<file path="config.mk">
export PLATFORM = sky130hd
export DESIGN_NAME = fifo_word_packer
export DESIGN_NICKNAME = d
export VERILOG_FILES = /design/src/rtl/fifo_word_packer.sv
export SDC_FILE = /design/constraint.sdc
export NUM_CORES = 1
export LEC_CHECK = 0
export CAP_MARGIN = 20
export CORE_UTILIZATION = 49
export DETAILED_ROUTE_END_ITERATION = 8
export GPL_ROUTABILITY_DRIVEN = 0
export PLACE_DENSITY = 0.85
export SYNTH_ARGS = -nofsm -noshare
export SYNTH_HDL_FRONTEND = slang
export SYNTH_SLANG_ARGS = --single-unit
export TNS_END_PERCENT = 100
</file>
<file path="constraint.sdc">
create_clock -name clk -period 2.9 [get_ports clk]
set_input_delay 0.29 -clock clk [delete_from_list [all_inputs] [get_ports clk]]
set_output_delay 0.29 -clock clk [all_outputs]
set_load 0.02 [all_outputs]
</file>
<file path="src/rtl/fifo_word_packer.sv">
// fifo_word_packer: drains bytes from a 16-deep byte FIFO and packs them
// little-endian into NBYTES-wide words on a valid/ready master port. A flush
// pulse forces out a partially filled word with a byte-enable mask.
module fifo_word_packer #(
  parameter int NBYTES = 4
) (
  input  logic                clk,
  input  logic                rst,
  input  logic                fifo_empty,
  input  logic                fifo_full,
  input  logic                fifo_wr,
  input  logic [7:0]          fifo_dout,
  output logic                fifo_rd,
  input  logic                flush,
  output logic [8*NBYTES-1:0] m_data,
  output logic [NBYTES-1:0]   m_keep,
  output logic                m_last,
  output logic                m_valid,
  input  logic                m_ready
);

  localparam int CW = $clog2(NBYTES + 1);
  localparam logic [CW:0]   FULL_CNT  = (CW + 1)'(NBYTES);
  localparam logic [CW-1:0] LAST_LANE = CW'(NBYTES - 1);

  // Lanes filled so far, read-in-flight marker, and sticky flush request.
  logic [CW-1:0] cnt;
  logic          pend;
  logic          flush_req;

  logic [CW:0]   fill;
  logic          accept;
  logic          flush_fire;

  // Bytes already owned by this block: captured lanes plus the one in flight.
  assign fill = {1'b0, cnt} + {{CW{1'b0}}, pend};

  // Output handshake: a word is transferred on every rising edge where
  // m_valid and m_ready are both high. Once m_valid rises, m_data, m_keep and
  // m_last stay frozen until that transfer; m_valid never drops without it.
  // The FIFO side is the mirror image: fifo_rd is a request, and it only
  // counts as a read on an edge where the FIFO is not also writing, because
  // the FIFO services its write port first and silently drops the read.
  assign fifo_rd = !rst && !fifo_empty && !m_valid && !flush_req && (fill < FULL_CNT);
  assign accept  = fifo_rd && !(fifo_wr && !fifo_full);

  // A flush resolves only once nothing is in flight and the port is free.
  assign flush_fire = flush_req && !pend && !m_valid;

  // Capture, word completion, flush emission and output handshake.
  always_ff @(posedge clk) begin
    if (rst) begin
      cnt       <= '0;
      pend      <= 1'b0;
      flush_req <= 1'b0;
      m_data    <= '0;
      m_keep    <= '0;
      m_last    <= 1'b0;
      m_valid   <= 1'b0;
    end else begin
      pend <= accept;

      if (m_valid && m_ready) begin
        m_valid <= 1'b0;
        m_data  <= '0;
        m_keep  <= '0;
        m_last  <= 1'b0;
      end

      if (pend) begin
        for (int k = 0; k < NBYTES; k++) begin
          if (cnt == CW'(k)) begin
            m_data[8*k +: 8] <= fifo_dout;
          end
        end
        if (cnt == LAST_LANE) begin
          // A full word always wins over a coincident flush; the flush then
          // finds cnt == 0 and retires without a second word.
          m_valid <= 1'b1;
          m_keep  <= '1;
          m_last  <= 1'b0;
          cnt     <= '0;
        end else begin
          cnt <= cnt + CW'(1);
        end
      end else if (flush_fire) begin
        if (cnt != '0) begin
          m_valid <= 1'b1;
          for (int k = 0; k < NBYTES; k++) begin
            m_keep[k] <= (CW'(k) < cnt);
          end
          m_last  <= 1'b1;
          cnt     <= '0;
        end
      end

      // A pulse seen while a request is already outstanding is absorbed.
      if (flush_fire) begin
        flush_req <= 1'b0;
      end else if (flush) begin
        flush_req <= 1'b1;
      end
    end
  end

endmodule
</file>
Yosys cells after proc, flatten, opt, wreduce, memory -nomap -nowiden
Index checks and enable logic that the tools add are counted.
W data, S select, Z words.
{"block": "totals", "wordCells": 64, "out_inout_bits": 39, "regBits": 43}
{"block": "op_classes", "add_sub_neg": 2, "n_eq_ne": 3, "magnitude_cmp": 5, "n_reduce_logical": 22, "mux": 25}
{"cell": "$mux W32", "n": 2}
{"cell": "$mux W8", "n": 4}
{"cell": "$mux W4", "n": 5}
{"cell": "$mux W3", "n": 4}
{"cell": "$mux W1", "n": 10}
{"cell": "$logic_and A1 B1 Y1", "n": 9}
{"cell": "$logic_not A1 Y1", "n": 7}
{"cell": "$eq A3 B2 Y1 const B", "n": 2}
{"cell": "$lt A1 B3 Y1 const A", "n": 2}
{"cell": "$lt A2 B3 Y1 const A", "n": 2}
{"cell": "$add A3 B1 Y4", "n": 1}
{"cell": "$lt A4 B3 Y1 const B", "n": 1}
{"cell": "$reduce_bool A2 Y1", "n": 2}
{"cell": "$add A3 B1 Y3 const B", "n": 1}
{"cell": "$eq A3 B1 Y1 const B", "n": 1}
{"cell": "$logic_not A3 Y1", "n": 1}
{"cell": "$reduce_bool A3 Y1", "n": 1}
{"cell": "$reduce_and A2 Y1", "n": 1}
{"cell": "$reduce_or A2 Y1", "n": 1}

Depth between registers and ports, before layout
Gate-level depths: netlist of run 1.
{"block": "logic_depth", "ltp_word": 6, "depth_mapped": 7, "ltp_nobuf": 6}

Worst setup path after synthesis of run 1
Ideal clock, no wire load.
{"block": "synth_path", "path_kind": "register to output", "from": "reg cnt[2]", "to": "out fifo_rd", "required_ps": 2610, "setup_slack_ps": 1524, "t_arrival_ps": 1086, "path_stages_with_launch": 5, "cell_sequence": "dfxtp_1 > buf_2 > nor4_1 > nand2_1 > nor2_1"}
{"block": "synth_between", "elab_chain_len": 3}
{"element": "start: declaration", "line": "27", "source": "logic [CW-1:0] cnt;"}
{"element": "start signal: assignment", "line": "84", "source": "cnt <= cnt + CW'(1);"}
{"element": "$add A3 B1 Y4", "line": "36", "source": "assign fill = {1'b0, cnt} + {{CW{1'b0}}, pend};"}
{"element": "$lt A4 B3 Y1", "line": "44", "source": "assign fifo_rd = !rst && !fifo_empty && !m_valid && !flush_req && (fill < FULL_CNT);"}
{"element": "$logic_and A1 B1 Y1", "line": "44"}
{"element": "end: declaration", "line": "13", "source": "output logic fifo_rd,"}
No other way between the ends.

Worst setup path after layout of run 1
Ends and elaborated chain as after synthesis.

==> results.ini, run 1 <==
[outcome]
outcome = complete, no violations

[floorplan]
initial_utilization_pct = 51.64
die_area_mm2 = 0.003816
rows = 21
core_area_mm2 = 0.003390
die_h_um = 61.77
io_pins = 54
die_w_um = 61.77

[yosys]
synthTopCellsByArea = dfxtp_1 (49%), a21oi_1 (11%), nand3_1 (11%)
synthXorXnorAreaFrac_pct = 0.5004
synthArstFlopShare_pct = 0
ys.flop_type = dfxtp_1
synth-edff-count = 0
ys_seq_elements = 43
synth_fa_ha_area_share_pct = 2.144
yosys.area_share.simple_pct = 26.38
synthCells = 212
ys_types = 29
synth_mux_area_share_pct = 0
syn_area_per_cell_um2 = 8.257
yosysTopAreaCellShare_pct = 49.18
synth_top_cell_by_area = dfxtp_1
ys.warnings.count = 0
synthTopCellsByCount = dfxtp_1 (43), a21oi_1 (38), nand2_1 (38)
ys_seq_area_share_pct = 49.18
syn_nets = 230
synth-compound-area-share_pct = 15.58
syn_area_mm2 = 0.001750
synth_top_family_by_area = simple AND/OR/NAND/NOR gates
yosysMostFrequentCell = dfxtp_1

[grt]
grt_pass1_wl_um = 6306
antenna_found_initial = 0
first_global_vias = 1370
grt_max_degree = 43
grt_use_total_pct = 22.88
overflow = 0

[sta]
max_freq_mhz = 462.4
finalCriticalPeriod_ns = 2.163
drv_slew = 0
period_share_pct = 74.58
hold_ws_ns = 0.4729
finalHoldViolations = 0
tightest_slew_ns = 0.7371
fin_setup_tns_ns = 0
skew_ns = 0.01286
grt_setup_unrepaired = no
max_slew_margin_pct = 50.68
setup_viol = 0

[worst_hold_path]
hp-class = reg2reg

[routing]
remaining_drc_errors = 0
drt_pass1_iterations = 4
ant_nets = 0
drt-wirelength-per-cell_um = 13.90
wl_um = 4226
vias = 1614
via_per_inst = 5.309
first_iter_violations = 111

[cells_and_area]
multi_input_area_um2 = 780.7
regArea_um2 = 860.8
antenna_cells = 0
nFillCells = 289
area_delta_synth_final_pct = 32.17
drive_gt1_share_pct = 6.202
fin_nets = 275

[clocking]
clock_latency_ns = 0.35
clk_pin_slew_ns = 0.13
cts_setup_buffers = 0
clock-root-buffer = clkbuf_4
cts_sinks = 43
cts_hold_buf = 0
clockBufferDepth = 2
htree_levels = 2
cts_resized = 0
numCtsBuffers = 5
cts_tree = built

[worst_setup_path]
cp.arrival_ns = 1.87
required_ns = 2.61
cp_max_fo = 10
cp-start-kind = register
endpoint_kind = primary output
path_class = reg2out

[flow_run]
cap_violations = 0

[power_and_ir_drop]
leakage_nw = 0.7745
vdd_ir_drop_max_uv = 369.9
power_density_mw_per_mm2 = 432.8

[placement]
hpwlAfterDp_um = 2958
io_buffers = 53

## where the power goes
| group | switching (mW) | internal, mW |
|---|---|---|
| Sequential | 0.0123 | 0.602 |
| Clock | 0.186 | 0.0937 |
| Combinational | 0.0582 | 0.0492 |
## cell families after synthesis
family	after synthesis
AO/OA/AOI/OAI	49
XOR/XNOR	1
adder cells (fa/ha/maj)	3
buffers and inverters	21
flip-flops	43
AND/OR/NAND/NOR	95
## flip-flops by register name, indices dropped and copies added, names as in the netlist
name	flops
pend	1
m_keep	4
m_last	1
cnt	3
flush_req	1
m_valid	1
m_data	32
## metal layers
metal / share of wire, % / GRT usage [%] / vias to the layer above
li1: - / - / 818
met1: 46 / 29.12 / 742
met2: 48 / 36.25 / 44
met3: 3.8 / 6.418 / 10
met4: 2.3 / 10.16 / 0
met5: 0 / 0 / -
## cell usage in the layout (no fill, tap or decap), types with 2 or more instances in the layout
| cell type | n |
|---|---|
| a211oi_1 | 2 |
| a21oi_1 | 38 |
| a21oi_2 | 3 |
| and2_1 | 3 |
| buf_4 | 2 |
| clkbuf_4 | 5 |
| clkdlybuf4s50_1 | 53 |
| dfxtp_1 | 43 |
| ha_1 | 3 |
| inv_1 | 4 |
| nand2_1 | 38 |
| nand3_1 | 37 |
| nor2_1 | 5 |
| nor3_1 | 3 |
| nor4_1 | 2 |
| o21ai_0 | 2 |
## critical path, cell delays in order (launching register included)
cell and delay, ns:
dfxtp_1 0.44, nor4_1 0.30, nand2_1 0.11, nor2_1 0.09, clkdlybuf4s50_1 0.60
## area by class of cell
type	instances	area share (%)
Clock buffer	6	1.785
Tap cell	46	2.488
Multi-Input combinational cell	148	33.75
Inverter	4	0.6490
Clock inverter	2	0.5408
Sequential cell	43	37.21
Timing Repair Buffer	55	23.58
## worst paths after layout
kind         startpoint         to  slack, ns  cells past startpoint
max reg2reg      cnt[0]  m_keep[1]       1.20                      4
min           m_data[3]  m_data[3]       0.47                      2
min reg2reg   m_data[3]  m_data[3]       0.47                      2
max              cnt[2]    fifo_rd       0.74                      4
## stage by stage
step	instances	power [mW]	setup WS (ns)	util [%]	cell area [um^2]
after detailed placement	296	0.7337	0.8235	66.67	2260
after CTS	304	1.007	0.7176	68.25	2313
after global routing	304	1.043	0.6315	68.25	2313
after floorplan	212	0.6861	1.524	-	1750
after global placement	296	0.7327	0.8458	66.67	2260
final	304	1.001	0.7373	68.25	2313
(Power assumes the default switching activity.)
==> inputs of run 2 (changes only) <==
CORE_UTILIZATION = 41   (was 49)
PLACE_DENSITY = 0.76   (was 0.85)
clock period = 1.8 ns   (was 2.9 ns; I/O delays follow)
==> results.ini, run 2 (same netlist as run 1, synthesis figures left out) <==
[worst_setup_path]
cp-start-kind = register
cp.arrival_ns = 1.41  ; -0.46 ns
endpoint_kind = primary output
path_class = reg2out
required_ns = 1.62  ; -0.99 ns
cp_max_fo = 9  ; -1

[clocking]
cts_setup_buffers = 0  ; unchanged
cts_resized = 3  ; +3
cts_hold_buf = 0  ; unchanged
clk_pin_slew_ns = 0.08  ; -0.05 ns
cts_tree = built
cts_sinks = 43  ; unchanged
clock_latency_ns = 0.29  ; -0.06 ns
clockBufferDepth = 2  ; unchanged
numCtsBuffers = 5  ; unchanged
clock-root-buffer = clkbuf_8
htree_levels = 2  ; unchanged

[floorplan]
die_h_um = 67.34  ; +9.0%
die_area_mm2 = 0.004535  ; +19%
rows = 23  ; +9.5%
io_pins = 54  ; unchanged
core_area_mm2 = 0.004058  ; +20%
die_w_um = 67.34  ; +9.0%
initial_utilization_pct = 43.14  ; -8.5 points

[cells_and_area]
final_util_pct = 59.05  ; -9.2 points
regArea_um2 = 863.3  ; +0.29%
antenna_cells = 0  ; unchanged
instances_no_fill = 314  ; +3.3%
top_register = m_data
fin_nets = 281  ; +2.2%
layout_common_cells = clkdlybuf4s50_1 (52), dfxtp_1 (41), nand2_1 (38), a21oi_1 (38), nand3_1 (37)
drive_gt1_share_pct = 9.091  ; +2.9 points
multi_input_area_um2 = 780.7  ; unchanged
nFillCells = 365  ; +26%
largest_reg_flops = 32  ; unchanged
biggestRegsByFlops = m_data (32), m_keep (4), cnt (3)
area_delta_synth_final_pct = 36.88
final_common_cell = clkdlybuf4s50_1

[sta]
drv_slew = 0  ; unchanged
max_slew_margin_pct = 71.02  ; +20 points
fin_setup_tns_ns = 0  ; unchanged
grt_setup_unrepaired = no
skew_ns = 0.008062  ; -0.004795 ns
max_freq_mhz = 628.1
finalCriticalPeriod_ns = 1.592
period_share_pct = 88.45
setup_viol = 0  ; unchanged
tightest_slew_ns = 0.4347  ; -0.3024 ns
finalHoldViolations = 0  ; unchanged

[placement]
io_buffers = 53  ; unchanged
hpwlAfterDp_um = 3081  ; +4.2%
place_inst = 306  ; +3.4%

[worst_hold_path]
hp-class = reg2reg

[flow_run]
cap_violations = 0  ; unchanged

[power_and_ir_drop]
vdd_ir_drop_max_uv = 451.9  ; +22%
leakage_nw = 0.8210  ; +6.0%
power_density_mw_per_mm2 = 735.7  ; +70%

[routing]
vias = 1614  ; unchanged
first_iter_violations = 149  ; +34%
drt-wirelength-per-cell_um = 13.75  ; -1.1%
remaining_drc_errors = 0  ; unchanged
drt_pass1_iterations = 4  ; unchanged
ant_nets = 0  ; unchanged
via_per_inst = 5.140  ; -3.2%
wl_um = 4318  ; +2.2%

[grt]
grt_use_total_pct = 20.92  ; -2.0 points
antenna_found_initial = 0  ; unchanged
overflow = 0  ; unchanged
grt_pass1_wl_um = 7017  ; +11%
first_global_vias = 1508  ; +10%
grt_max_degree = 43  ; unchanged

[outcome]
outcome = complete, no violations

-- run 2: cell count changes in the layout (fill, tap and decap cells not counted), sizes merged --
cell	before	now
buf	2	8
clkdlybuf4s50	53	52
dlygate4sd2	0	1
-- run 2: worst max-delay path: stages, from the launching register on --
cell and delay (ns):
dfxtp_1 0.51, nand3_1 0.16, nand2_1 0.10, nor2_1 0.04, dlygate4sd2_1 0.31
-- run 2: metrics by stage --
| stage | worst slack [ns] | hold slack [ns] | power (mW) | cell area, um^2 |
|---|---|---|---|---|
| 3_5_place_dp | -0.04984 | 0.4598 | 1.187 | 2310 |
| 6_report | 0.2080 | 0.4675 | 1.763 | 2396 |
| 2_1_floorplan | 0.4296 | 0.3160 | 1.105 | 1750 |
| 3_3_place_gp | -0.04021 | 0.4546 | 1.184 | 2310 |
| 5_1_grt | 0.06085 | 0.4965 | 1.836 | 2396 |
| 4_1_cts | 0.1876 | 0.4708 | 1.774 | 2396 |
-- run 2: area by class of cell --
class / instances / area share (%)
Clock inverter: 2 / 0.5222
Inverter: 4 / 0.6266
Timing Repair Buffer: 61 / 24.60
Sequential cell: 43 / 36.03
Tap cell: 50 / 2.611
Multi-Input combinational cell: 148 / 32.58
Clock buffer: 6 / 3.029
-- run 2: routing by layer --
| layer | part of all wire, % | global-route usage, % | vias up | routed length, um |
|---|---|---|---|---|
| li1 | - | - | 825 | - |
| met1 | 46 | 27.93 | 750 | 1978 |
| met2 | 50 | 32.50 | 34 | 2144 |
| met3 | 3.2 | 4.054 | 5 | 139 |
| met4 | 1.3 | 9.309 | 0 | 56 |
| met5 | 0 | 0 | - | 0 |
-- run 2: report_power, final --
group / leakage (nW) / switching, mW / internal [mW]
combinational: 0.432 / 0.0943 / 0.0810
clock: 0.0412 / 0.327 / 0.271
sequential: 0.348 / 0.0193 / 0.970
-- run 2: final timing paths --
path         startpoint          to  slack, ns  cells past startpoint
min          m_data[27]  m_data[27]       0.47                      2
min reg2reg  m_data[27]  m_data[27]       0.47                      2
max reg2reg      cnt[1]   m_keep[0]       0.27                      6
max              cnt[1]     fifo_rd       0.21                      4
